--- src/rtl/csr_access_arbiter.sv ---
// Shares the single-port machine-mode CSR file between the core pipeline and the debug port.
// Each grant is one atomic read-modify-write. Define CSR_DEBUG_PORT_EN to enable the debug requester.
module csr_access_arbiter #(
    parameter int XLEN = 32
) (
    input  logic            clk,
    input  logic            rst_n,

    input  logic            core_req_i,
    input  logic [11:0]     core_addr_i,
    input  logic [1:0]      core_op_i,
    input  logic [XLEN-1:0] core_wdata_i,
    output logic            core_gnt_o,
    output logic            core_rvalid_o,
    output logic [XLEN-1:0] core_rdata_o,
    output logic            core_err_o,

    input  logic            dbg_req_i,
    input  logic [11:0]     dbg_addr_i,
    input  logic [1:0]      dbg_op_i,
    input  logic [XLEN-1:0] dbg_wdata_i,
    output logic            dbg_gnt_o,
    output logic            dbg_rvalid_o,
    output logic [XLEN-1:0] dbg_rdata_o,
    output logic            dbg_err_o,

    output logic            csr_re_o,
    output logic            csr_we_o,
    output logic [11:0]     csr_addr_o,
    output logic [XLEN-1:0] csr_wdata_o,
    input  logic [XLEN-1:0] csr_rdata_i,
    input  logic            csr_hit_i,

    output logic [2:0]      fsm_state_o
);

    // Handshake: a requester holds req/addr/op/wdata stable until it sees gnt in the same cycle;
    // gnt is only given in IDLE and commits the inputs of that cycle. The answer is a single-cycle
    // rvalid pulse carrying rdata/err to the owner only; responses cannot be back-pressured.

    localparam logic [1:0] OP_READ  = 2'b00;
    localparam logic [1:0] OP_WRITE = 2'b01;
    localparam logic [1:0] OP_SET   = 2'b10;
    localparam logic [1:0] OP_CLEAR = 2'b11;

    typedef enum logic [2:0] {
        S_IDLE  = 3'd0,
        S_READ  = 3'd1,
        S_CHECK = 3'd2,
        S_WRITE = 3'd3,
        S_RESP  = 3'd4
    } state_t;

    state_t          r_state;
    logic [1:0]      r_op;
    logic [XLEN-1:0] r_wdata;
    logic [11:0]     r_addr;
    logic            r_re;
    logic            r_we;
    logic [XLEN-1:0] r_csr_wdata;
    logic            r_rvalid;
    logic [XLEN-1:0] r_rdata;
    logic            r_err;

    logic            w_idle;
    logic            w_core_gnt;
    logic            w_dbg_gnt;
    logic            w_any_gnt;
    logic [11:0]     w_req_addr;
    logic [1:0]      w_req_op;
    logic [XLEN-1:0] w_req_wdata;
    logic [XLEN-1:0] w_new;
    logic            w_op_writes;
    logic            w_read_only;
    logic            w_err;

    assign w_idle    = (r_state == S_IDLE);
    assign w_any_gnt = w_core_gnt | w_dbg_gnt;

`ifdef CSR_DEBUG_PORT_EN
    // r_rr_dbg_pref set means the debug port wins the next tie; reset favours the core.
    logic r_rr_dbg_pref;
    logic r_owner_dbg;

    assign w_core_gnt  = w_idle & core_req_i & (~dbg_req_i | ~r_rr_dbg_pref);
    assign w_dbg_gnt   = w_idle & dbg_req_i & (~core_req_i | r_rr_dbg_pref);
    assign w_req_addr  = w_dbg_gnt ? dbg_addr_i  : core_addr_i;
    assign w_req_op    = w_dbg_gnt ? dbg_op_i    : core_op_i;
    assign w_req_wdata = w_dbg_gnt ? dbg_wdata_i : core_wdata_i;

    always_ff @(posedge clk or negedge rst_n) begin
        if (!rst_n) begin
            r_rr_dbg_pref <= 1'b0;
            r_owner_dbg   <= 1'b0;
        end else if (w_any_gnt) begin
            r_rr_dbg_pref <= w_core_gnt;
            r_owner_dbg   <= w_dbg_gnt;
        end
    end

    assign core_rvalid_o = r_rvalid & ~r_owner_dbg;
    assign core_rdata_o  = core_rvalid_o ? r_rdata : '0;
    assign core_err_o    = core_rvalid_o & r_err;
    assign dbg_gnt_o     = w_dbg_gnt;
    assign dbg_rvalid_o  = r_rvalid & r_owner_dbg;
    assign dbg_rdata_o   = dbg_rvalid_o ? r_rdata : '0;
    assign dbg_err_o     = dbg_rvalid_o & r_err;
`else
    logic w_dbg_unused;
    assign w_dbg_unused = ^{dbg_req_i, dbg_addr_i, dbg_op_i, dbg_wdata_i};

    assign w_core_gnt  = w_idle & core_req_i;
    assign w_dbg_gnt   = 1'b0;
    assign w_req_addr  = core_addr_i;
    assign w_req_op    = core_op_i;
    assign w_req_wdata = core_wdata_i;

    assign core_rvalid_o = r_rvalid;
    assign core_rdata_o  = r_rvalid ? r_rdata : '0;
    assign core_err_o    = r_rvalid & r_err;
    assign dbg_gnt_o     = 1'b0;
    assign dbg_rvalid_o  = 1'b0;
    assign dbg_rdata_o   = '0;
    assign dbg_err_o     = 1'b0;
`endif

    assign core_gnt_o = w_core_gnt;

    always_comb begin
        w_new = r_wdata;
        case (r_op)
            OP_SET:   w_new = csr_rdata_i | r_wdata;
            OP_CLEAR: w_new = csr_rdata_i & ~r_wdata;
            default:  w_new = r_wdata;
        endcase
    end

    // Set/clear with an all-zero mask is a pure read, so it is legal on read-only CSRs.
    assign w_op_writes = (r_op == OP_WRITE) | (r_op[1] & (r_wdata != '0));
    assign w_read_only = (r_addr[11:10] == 2'b11);
    assign w_err       = ~csr_hit_i | (w_op_writes & w_read_only);

    always_ff @(posedge clk or negedge rst_n) begin
        if (!rst_n) begin
            r_state     <= S_IDLE;
            r_op        <= OP_READ;
            r_wdata     <= '0;
            r_addr      <= '0;
            r_re        <= 1'b0;
            r_we        <= 1'b0;
            r_csr_wdata <= '0;
            r_rvalid    <= 1'b0;
            r_rdata     <= '0;
            r_err       <= 1'b0;
        end else begin
            r_re <= 1'b0;
            r_we <= 1'b0;
            case (r_state)
                S_IDLE: begin
                    if (w_any_gnt) begin
                        r_op    <= w_req_op;
                        r_wdata <= w_req_wdata;
                        r_addr  <= w_req_addr;
                        r_re    <= 1'b1;
                        r_state <= S_READ;
                    end
                end
                S_READ: begin
                    r_state <= S_CHECK;
                end
                S_CHECK: begin
                    r_err   <= w_err;
                    r_rdata <= w_err ? '0 : csr_rdata_i;
                    if (w_err || !w_op_writes) begin
                        r_rvalid <= 1'b1;
                        r_state  <= S_RESP;
                    end else begin
                        r_we        <= 1'b1;
                        r_csr_wdata <= w_new;
                        r_state     <= S_WRITE;
                    end
                end
                S_WRITE: begin
                    r_rvalid <= 1'b1;
                    r_state  <= S_RESP;
                end
                S_RESP: begin
                    r_rvalid <= 1'b0;
                    r_state  <= S_IDLE;
                end
                default: begin
                    r_rvalid <= 1'b0;
                    r_state  <= S_IDLE;
                end
            endcase
        end
    end

    assign csr_re_o    = r_re;
    assign csr_we_o    = r_we;
    assign csr_addr_o  = r_addr;
    assign csr_wdata_o = r_csr_wdata;
    assign fsm_state_o = r_state;

endmodule

--- config.mk ---
export PLATFORM = sky130hd
export DESIGN_NAME = csr_access_arbiter
export DESIGN_NICKNAME = d
export VERILOG_FILES = /design/src/rtl/csr_access_arbiter.sv
export SDC_FILE = /design/constraint.sdc
export NUM_CORES = 1
export LEC_CHECK = 0
export ABC_CLOCK_PERIOD_IN_PS = 1800
export CAP_MARGIN = 20
export CORE_UTILIZATION = 59
export CTS_BUF_LIST = sky130_fd_sc_hd__clkbuf_8
export CTS_CLUSTER_DIAMETER = 150
export CTS_CLUSTER_SIZE = 24
export DETAILED_ROUTE_END_ITERATION = 6
export DONT_BUFFER_PORTS = 1
export GPL_ROUTABILITY_DRIVEN = 0
export PLACE_DENSITY = 0.74
export SYNTH_ARGS = -nofsm -noshare
export SYNTH_HDL_FRONTEND = slang
export SYNTH_SLANG_ARGS = --single-unit
--- constraint.sdc ---
create_clock -name clk -period 1.8 [get_ports clk]
set_input_delay 0.36 -clock clk [delete_from_list [all_inputs] [get_ports clk]]
set_output_delay 0.36 -clock clk [all_outputs]
set_load 0.02 [all_outputs]
* Word level (Yosys, flattened, before mapping)
Cells that the tools add are included.
** Word-level totals
- Flip-flop bits (word level) :: 117
- Input port bits :: 129
- Output and inout port bits :: 119
- Logic and storage cells :: 51
** Operators by class
- Eq/ne operators :: 9
- Muxes and demuxes :: 12
- Bitwise logic cells :: 12
- Reduce and logical (&&, ||, !) cells :: 8
** Operators by type and width (count)
- $mux W32 :: 2
- $pmux W32 S2 :: 1
- $and A32 B32 Y32 :: 1
- $not A32 Y32 :: 1
- $or A32 B32 Y32 :: 1
- $reduce_bool A32 Y1 :: 1
- $pmux W3 S4 :: 1
- $eq A2 B2 Y1 const B :: 3
- $eq A3 B2 Y1 const B :: 2
- $mux W3 :: 2
- $reduce_and A2 Y1 :: 3
- $mux W1 :: 5
- $and A1 B1 Y1 :: 4
- $ne A2 B2 Y1 const B :: 2
- $eq A3 B1 Y1 const B :: 1
- $logic_not A3 Y1 :: 1
- $not A1 Y1 :: 3
- $pmux W1 S3 :: 1
- $eq A2 B1 Y1 const B :: 1
- $or A1 B1 Y1 :: 2
- $reduce_or A2 Y1 :: 1
- $logic_not A1 Y1 :: 1
- $logic_or A1 B1 Y1 :: 1

* Logic depth before layout (Yosys ltp)
Gate-level depths: netlist of the first run.
- Depth in word-level cells :: 8
- Gate-level depth with buffers :: 8
- Mapped depth without buffers :: 5

* Worst setup path before layout of the first run
OpenSTA, ideal clock, no wires.
- Path kind :: register to register
- From :: register r_state[2], in the netlist fsm_state_o[2]
- To :: register r_csr_wdata[10], in the netlist csr_wdata_o[10]
- Setup time :: 0.125 ns
- Arrival time :: 1.790 ns
- Required time :: 1.675 ns
- Path slack :: -0.115 ns
- Cell stages (with the launch flop) :: 6
- Path buffers :: 1
- Clock period less this slack :: 1.915 ns
- Cells stage by stage :: dfrtp_1 -> nor3b_2 -> nand3_1 -> nor3_4 -> buf_6 -> mux2_2
** Between the ends
- Word-level cells in the longest chain between the ends :: 2
** Ends and longest elaborated chain
- start: declaration :: RTL line 54 : state_t r_state;
- start signal: assignment :: RTL line 145 : r_state <= S_IDLE;
- start signal: assignment :: RTL line 165 : r_state <= S_READ;
- start signal: assignment :: RTL line 169 : r_state <= S_CHECK;
- $eq A3 B2 Y1 :: RTL line 158 : case (r_state)
- $reduce_and A2 Y1 (no source line)
- end signal: assignment :: RTL line 179 : r_csr_wdata <= w_new;
- end: declaration :: RTL line 60 : logic [XLEN-1:0] r_csr_wdata;
Every way passes these cells.
A chain may end at the register's enable or synchronous reset.

* Worst setup path after layout of the first run
- From :: register r_wdata[8]
- To :: register r_csr_wdata[1], in the netlist csr_wdata_o[1]
** Between the ends
- Word-level cells in the longest chain between the ends :: 8
- Elaborated cells on any way between the ends :: 9
- Classes of those cells :: 5 x bitwise; 4 x reduce/logical
** Ends and longest elaborated chain
- start: declaration :: RTL line 56 : logic [XLEN-1:0] r_wdata;
- start signal: assignment :: RTL line 162 : r_wdata <= w_req_wdata;
- $reduce_bool A32 Y1 * :: RTL line 139 : assign w_op_writes = (r_op == OP_WRITE) | (r_op[1] & (r_wdata != '0));
- $and A1 B1 Y1 * :: RTL line 139
- $or A1 B1 Y1 * :: RTL line 139
- $and A1 B1 Y1 :: RTL line 141 : assign w_err = ~csr_hit_i | (w_op_writes & w_read_only);
- $or A1 B1 Y1 :: RTL line 141
- $logic_or A1 B1 Y1 * :: RTL line 174 : if (w_err || !w_op_writes) begin
- $not A1 Y1 (no source line) *
- $reduce_and A2 Y1 (no source line) *
Mark *: on every way between the ends. The rest lies on a longest branch, timed or not.

==> results of run 1 <==
flip-flops by register name, indices dropped and copies added, names as in the netlist:
register,flops
r_rdata,32
r_op,2
r_err,1
csr_re_o,1
csr_wdata_o,32
csr_we_o,1
r_wdata,32
core_rvalid_o,1
csr_addr_o,12
fsm_state_o,3
cell type report:
type,instances,area [um^2],area share
Timing Repair Buffer,67,646,0.100
Tap cell,108,135,0.0210
Clock inverter,14,153,0.0237
Inverter,2,7.51,0.00116
Multi-Input combinational cell,308,2330,0.361
Sequential cell,117,2930,0.455
Clock buffer,18,248,0.0384
per-stage QoR:
step / hold slack, ns / cell area, um^2
after global routing: -0.408 / 6450
final: -0.370 / 6450
after detailed placement: 0.0670 / 5800
after CTS: -0.394 / 6330
after floorplan: 0.0644 / 5620
after global placement: 0.0672 / 5800
critical path: cells and delay by family (launching register included):
family	cells	cell delay (ns)
AND/OR/NAND/NOR	4	0.67
buffers and inverters	3	0.55
flip-flops	1	0.40
multiplexers	1	0.33
report_power, final:
part           internal (W)  switching, W
Combinational       0.00285       0.00266
Clock               0.00128       0.00114
Sequential          0.00395       0.00147
kinds of logic after synthesis:
| family | synth area share |
|---|---|
| and+or+nand+nor | 0.109 |
| buffers and inverters | 0.0810 |
| other | 0.000684 |
| muxes | 0.160 |
| DFF | 0.534 |
| AOI/OAI and AO/OA | 0.115 |
placed cells by master, fill, tap and decap left out, types with 3 or more instances in the layout:
cell,Yosys,layout
buf_12,0,6
buf_4,37,52
nor2b_1,32,32
a21oi_1,65,65
clkbuf_8,0,18
nand3_1,3,3
nor2_1,6,5
conb_1,1,35
clkinv_4,0,4
a31o_1,5,5
clkinvlp_4,0,4
buf_6,6,4
and2_1,35,34
nor4_1,6,4
mux2_2,78,78
dfrtp_1,117,114
dfrtp_2,0,3
a31o_2,27,26
metal layers:
metal,track usage,vias up
li1,-,1656
met4,0.0953,0
met3,0.0931,12
met5,0,-
met2,0.467,153
met1,0.328,1825
worst paths after layout:
| kind | cells after the start | start | endpoint |
|---|---|---|---|
| setup / recovery | 8 | r_wdata[8] | csr_wdata_o[1] |
| hold / removal | 0 | rst_n | r_rdata[25] |
| setup reg to reg | 8 | r_wdata[8] | csr_wdata_o[1] |
| hold reg to reg | 1 | fsm_state_o[2] | core_rvalid_o |
| max in group asynchronous | 0 | rst_n | r_wdata[14] |
| min in group clk | 1 | csr_hit_i | r_err |
synth_stat cells (all sizes together):
master / n / area, um^2
a21o: 1 / 7.51
a21oi: 65 / 325
nand4: 1 / 6.26
and2: 35 / 219
or2: 2 / 12.5
nor4b: 2 / 23.8
conb: 1 / 3.75
dfrtp: 117 / 2930
nand2: 2 / 7.51
a31o: 32 / 280
inv: 2 / 7.51
a31oi: 1 / 6.26
clkbuf: 15 / 56.3
nor4: 6 / 37.5
o21ai: 1 / 5.00
nand3: 3 / 15.0
nor2: 6 / 22.5
nor3b: 2 / 20.0
nor3: 3 / 31.3
nor2b: 32 / 200
mux2: 78 / 878
buf: 50 / 380
o311ai: 1 / 8.76
repair_timing:
item                                    4_1_cts  5_1_grt
gates resized for setup                      16        7
endpoints found under the setup margin       70       97
buffers inserted                              5        4
hold endpoints to repair                    117      117
cloned                                        3        2
pin swaps                                    11        3
==> results_dict.tcl, run 1 <==
set metrics [dict create \
    syn_inst 458 \
    wl_met2_um 6500 \
    worst-setup-path-type "reg2reg" \
    place_ws_ns -0.348 \
    wire_per_inst_um 20.3 \
    hp-class "in2async" \
    worstPathArrival_ns 2.38 \
    antenna_found_initial 1 \
    power.leakage_nw 2.92 \
    total_power_w 0.0133 \
    yosys_warnings 0 \
    core_region_area_mm2 0.00885 \
    worst_ir_drop_vdd_v 0.00123 \
    wl_met3_um 1120 \
    synthDistinctLibCells 30 \
    period_needed_ns 2.09 \
    avgSynthCellArea_um2 12.0 \
    fmax_ghz 0.480 \
    dr.pass1.iters 7 \
    top_layer "met4" \
    grt_pass1_wl_um 20100 \
    n_fill_cell 633 \
    worstPathRequired_ns 2.09 \
    setup_tns_ns -16.02 \
    num_antenna_cells 0 \
    power_density_mw_per_mm2 2070 \
    final_cells 634 \
    ant_nets 0 \
    crit_slowest_cell "nor3_4" \
    rows 34 \
    die_w_um 98.4 \
    rsz0062_at_grt "yes" \
    wl_met1_um 5070 \
    cts_made_buffers 17 \
    grt_pass1_vias 3826 \
    path_clk_slew_ns 0.08 \
    clock-sinks 117 \
    drcViolationCount 16 \
    start_kind "flop" \
    overflow 0 \
    slew_headroom 0.541 \
    crit_chain "nor4_4 > buf_4 > nand4_1 > buf_4 > nor3_4 > nor3_4 > clkbuf_16 > mux2_2" \
    fin_skew_ns 0.0144 \
    finalWorstSetupSlack_ns -0.285 \
    worst_slew_pin_slew_ns 0.689 \
    finalHoldViolCount 117 \
    syn_area_mm2 0.00548 \
    pin_count 248 \
    routed_wl_um 12900 \
    timing.max_cap.violations 0 \
    slowest_delay_ns 0.43 \
    grt_use_total 0.275 \
    start_util 0.620 \
    areaGrowthSynthToFinish_pct 17.6 \
    fp.dieH_um 98.4 \
    r2r_slack_ns -0.29 \
    die-area_mm2 0.00968 \
    post-dp-hpwl_um 8130 \
    placement.io_buffers 0 \
    tritoncts "done" \
    synth-seq-area-share 0.534 \
    fin_crit_sh 1.16 \
    drive_gt1_frac 0.420 \
    clk_latency_ns 0.41 \
    hold_ws_ns -0.370 \
    finalNetCount 642 \
    outcome "finished, violations left" \
    maxSlewViolCount 0 \
    num_vias 3646 \
    ys_ff_latch 117 \
    viasPerCell 5.75 \
    setup_viol 69 \
    cts-root-buf "clkbuf_8" \
    violations "design-rule violations, negative hold slack, negative setup slack" \
    grt_start_max_net_pins 118 \
    place_inst 590 \
    critPathMaxFanout 6 \
    htreeDepth 4 \
    endpoint_kind "flop" \
    cts_buffer_depth 2 \
    final_util 0.729 \
    drt_iter0_drc 200 \
]
Power figures use the tool's default switching activity.
==> run 2: changes to the inputs <==
==> constraint.sdc (replaced) <==
create_clock -name clk -period 1.8 [get_ports clk]
set_input_delay 0.18 -clock clk [delete_from_list [all_inputs] [get_ports clk]]
set_output_delay 0.18 -clock clk [all_outputs]
set_load 0.02 [all_outputs]
==> run 2 against run 1 <==
The run still ends with design-rule violations, negative hold slack, negative setup slack left. Hold slack worse by 0.19 ns. Design area grew 10%. Global-route usage up 2.7 points. Cell count up 11%. Register-to-register slack about the same. Flip-flop and latch count is the same. Total power rose by 0.77%. Largest power group unchanged. Maximum frequency about the same. Die area is the same. Sequential power up 1%. Via count grew 11%. Wire length grew 10%.
==> results_dict.tcl, run 2 (synthesized netlist as in run 1, its figures left out) <==
set metrics [dict create \
    fin_crit_sh 1.16 \
    cts_buffer_depth 2 \
    maxSlewViolCount 0 \
    tritoncts "done" \
    r2r_slack_ns -0.28 \
    n_fill_cell 505 \
    final_area_mm2 0.00712 \
    hp-class "in2async" \
    worst_ir_drop_vdd_v 0.00118 \
    crit_chain "nor4_4 > buf_4 > nand4_1 > nor3_4 > nor3_4 > clkbuf_16 > mux2_2" \
    internal_power_w 0.00813 \
    clk_latency_ns 0.44 \
    switching_share 0.395 \
    cts-root-buf "clkbuf_8" \
    overflow 0 \
    cts_made_buffers 17 \
    power.leakage_nw 3.21 \
    place_ws_ns -0.346 \
    final_common_cell "dfrtp_1" \
    final_cells 706 \
    worstPathRequired_ns 2.12 \
    die-area_mm2 0.00968 \
    ant_nets 0 \
    power_density_mw_per_mm2 1890 \
    num_antenna_cells 0 \
    seqPwrFrac 0.408 \
    slowest_delay_ns 0.49 \
    drive_gt1_frac 0.349 \
    start_kind "flop" \
    outcome "finished, violations left" \
    violations "design-rule violations, negative hold slack, negative setup slack" \
    start_util 0.620 \
    routed_wl_um 14200 \
    slew_headroom 0.533 \
    clock-sinks 117 \
    dr.pass1.iters 7 \
    place_inst 590 \
    num_vias 4047 \
    core_region_area_mm2 0.00885 \
    rows 34 \
    critPathMaxFanout 7 \
    combPwrFrac 0.416 \
    rr_startpoint "r_wdata[6]" \
    period_needed_ns 2.08 \
    fp.dieH_um 98.4 \
    setup_viol 67 \
    setup_tns_ns -13.97 \
    grt_pass1_wl_um 22100 \
    mostFrequentLayoutCells "dfrtp_1, dlygate4sd3_1, mux2_2, a21oi_1, buf_4" \
    fin_skew_ns 0.0135 \
    pin_count 248 \
    grt_start_max_net_pins 118 \
    wire_per_inst_um 20.1 \
    viasPerCell 5.73 \
    critical_path_buf_inv_count 2 \
    r2r.worst_path.cells 7 \
    finalHoldViolCount 117 \
    cp_common_cell "nor3_4" \
    path_clk_slew_ns 0.07 \
    htreeDepth 4 \
    timing.max_cap.violations 0 \
    regToRegEndpoint "csr_wdata_o[3]" \
    endpoint_kind "flop" \
    crit_family "simple AND/OR/NAND/NOR gates" \
    grt_pass1_vias 4341 \
    switching_power_w 0.00531 \
    placement.io_buffers 0 \
    rsz0062_at_grt "yes" \
    worst_slew_pin_slew_ns 0.701 \
    finalWorstSetupSlack_ns -0.285 \
    areaGrowthSynthToFinish_pct 29.9 \
    grt_use_total 0.302 \
    finalNetCount 714 \
    fmax_ghz 0.480 \
    drt_iter0_drc 225 \
    die_w_um 98.4 \
    antenna_found_initial 0 \
    p_clk_frac 0.176 \
    worstPathArrival_ns 2.40 \
    post-dp-hpwl_um 8100 \
    worst-setup-path-type "reg2reg" \
    post_cts_hold_buffer_count 79 \
    placed_area_mm2 0.00580 \
    hold_ws_ns -0.564 \
    crit_slowest_cell "nor3_4" \
    drcViolationCount 17 \
]
## run 2: cell type report
type	count	area, um^2	share of cell area
sequential	117	2930	0.412
multi-input combinational	308	2310	0.324
timing repair buffer	139	1350	0.189
clock buffer	20	275	0.0387
tap	108	135	0.0190
clock inverter	12	114	0.0160
inverter	2	7.51	0.00105
## run 2: worst max path at each step
| stage | endpoint | slack [ns] | cells after the start | start |
|---|---|---|---|---|
| 3_5_place_dp | r_rdata[3] | -0.35 | 7 | r_wdata[9] |
| 5_1_grt | r_rdata[20] | -0.37 | 7 | r_wdata[9] |
| 4_1_cts | csr_wdata_o[8] | -0.24 | 7 | r_wdata[6] |
| 3_3_place_gp | r_rdata[6] | -0.33 | 7 | r_wdata[9] |
| 6_report | csr_wdata_o[3] | -0.28 | 7 | r_wdata[6] |
| 2_1_floorplan | csr_wdata_o[10] | 0.0002 | 5 | fsm_state_o[0] |
## run 2: metrics by stage
step                      hold WS [ns]  utilization  power (W)
after floorplan                 -0.116            -    0.00895
after global placement          -0.113        0.656     0.0104
after detailed placement        -0.113        0.656     0.0106
after CTS                       -0.580        0.799     0.0133
after global routing            -0.586        0.805     0.0141
final                           -0.564        0.805     0.0134
## run 2: routing by layer
layer / share of wire / up-vias / track usage
li1: - / 1798 / -
met1: 0.40 / 2004 / 0.365
met2: 0.50 / 214 / 0.511
met3: 0.077 / 31 / 0.0873
met4: 0.021 / 0 / 0.122
met5: 0 / - / 0
## run 2: worst reg2reg max path, delay by kind of cell, from the launching register on
family | cells | cell delay, ns
buf+inv | 2 | 0.41
flops | 1 | 0.44
mux | 1 | 0.33
simple gates | 4 | 0.79
## run 2: repair_timing
action / 4_1_cts / 5_1_grt
gates cloned: 1 / 2
resized for setup: 15 / 5
buffers inserted: 5 / 2
pin swaps: 10 / 5
endpoints found under the setup margin: 71 / 71
hold endpoints to repair: 196 / 117
## run 2: power groups by stage
stage / sequential [W] / combinational (W) / clock [W]
after floorplan: 0.00536 / 0.00359 / 0
after global placement: 0.00536 / 0.00501 / 0
after detailed placement: 0.00542 / 0.00518 / 0
after CTS: 0.00542 / 0.00548 / 0.00238
after global routing: 0.00562 / 0.00602 / 0.00251
final: 0.00548 / 0.00559 / 0.00237
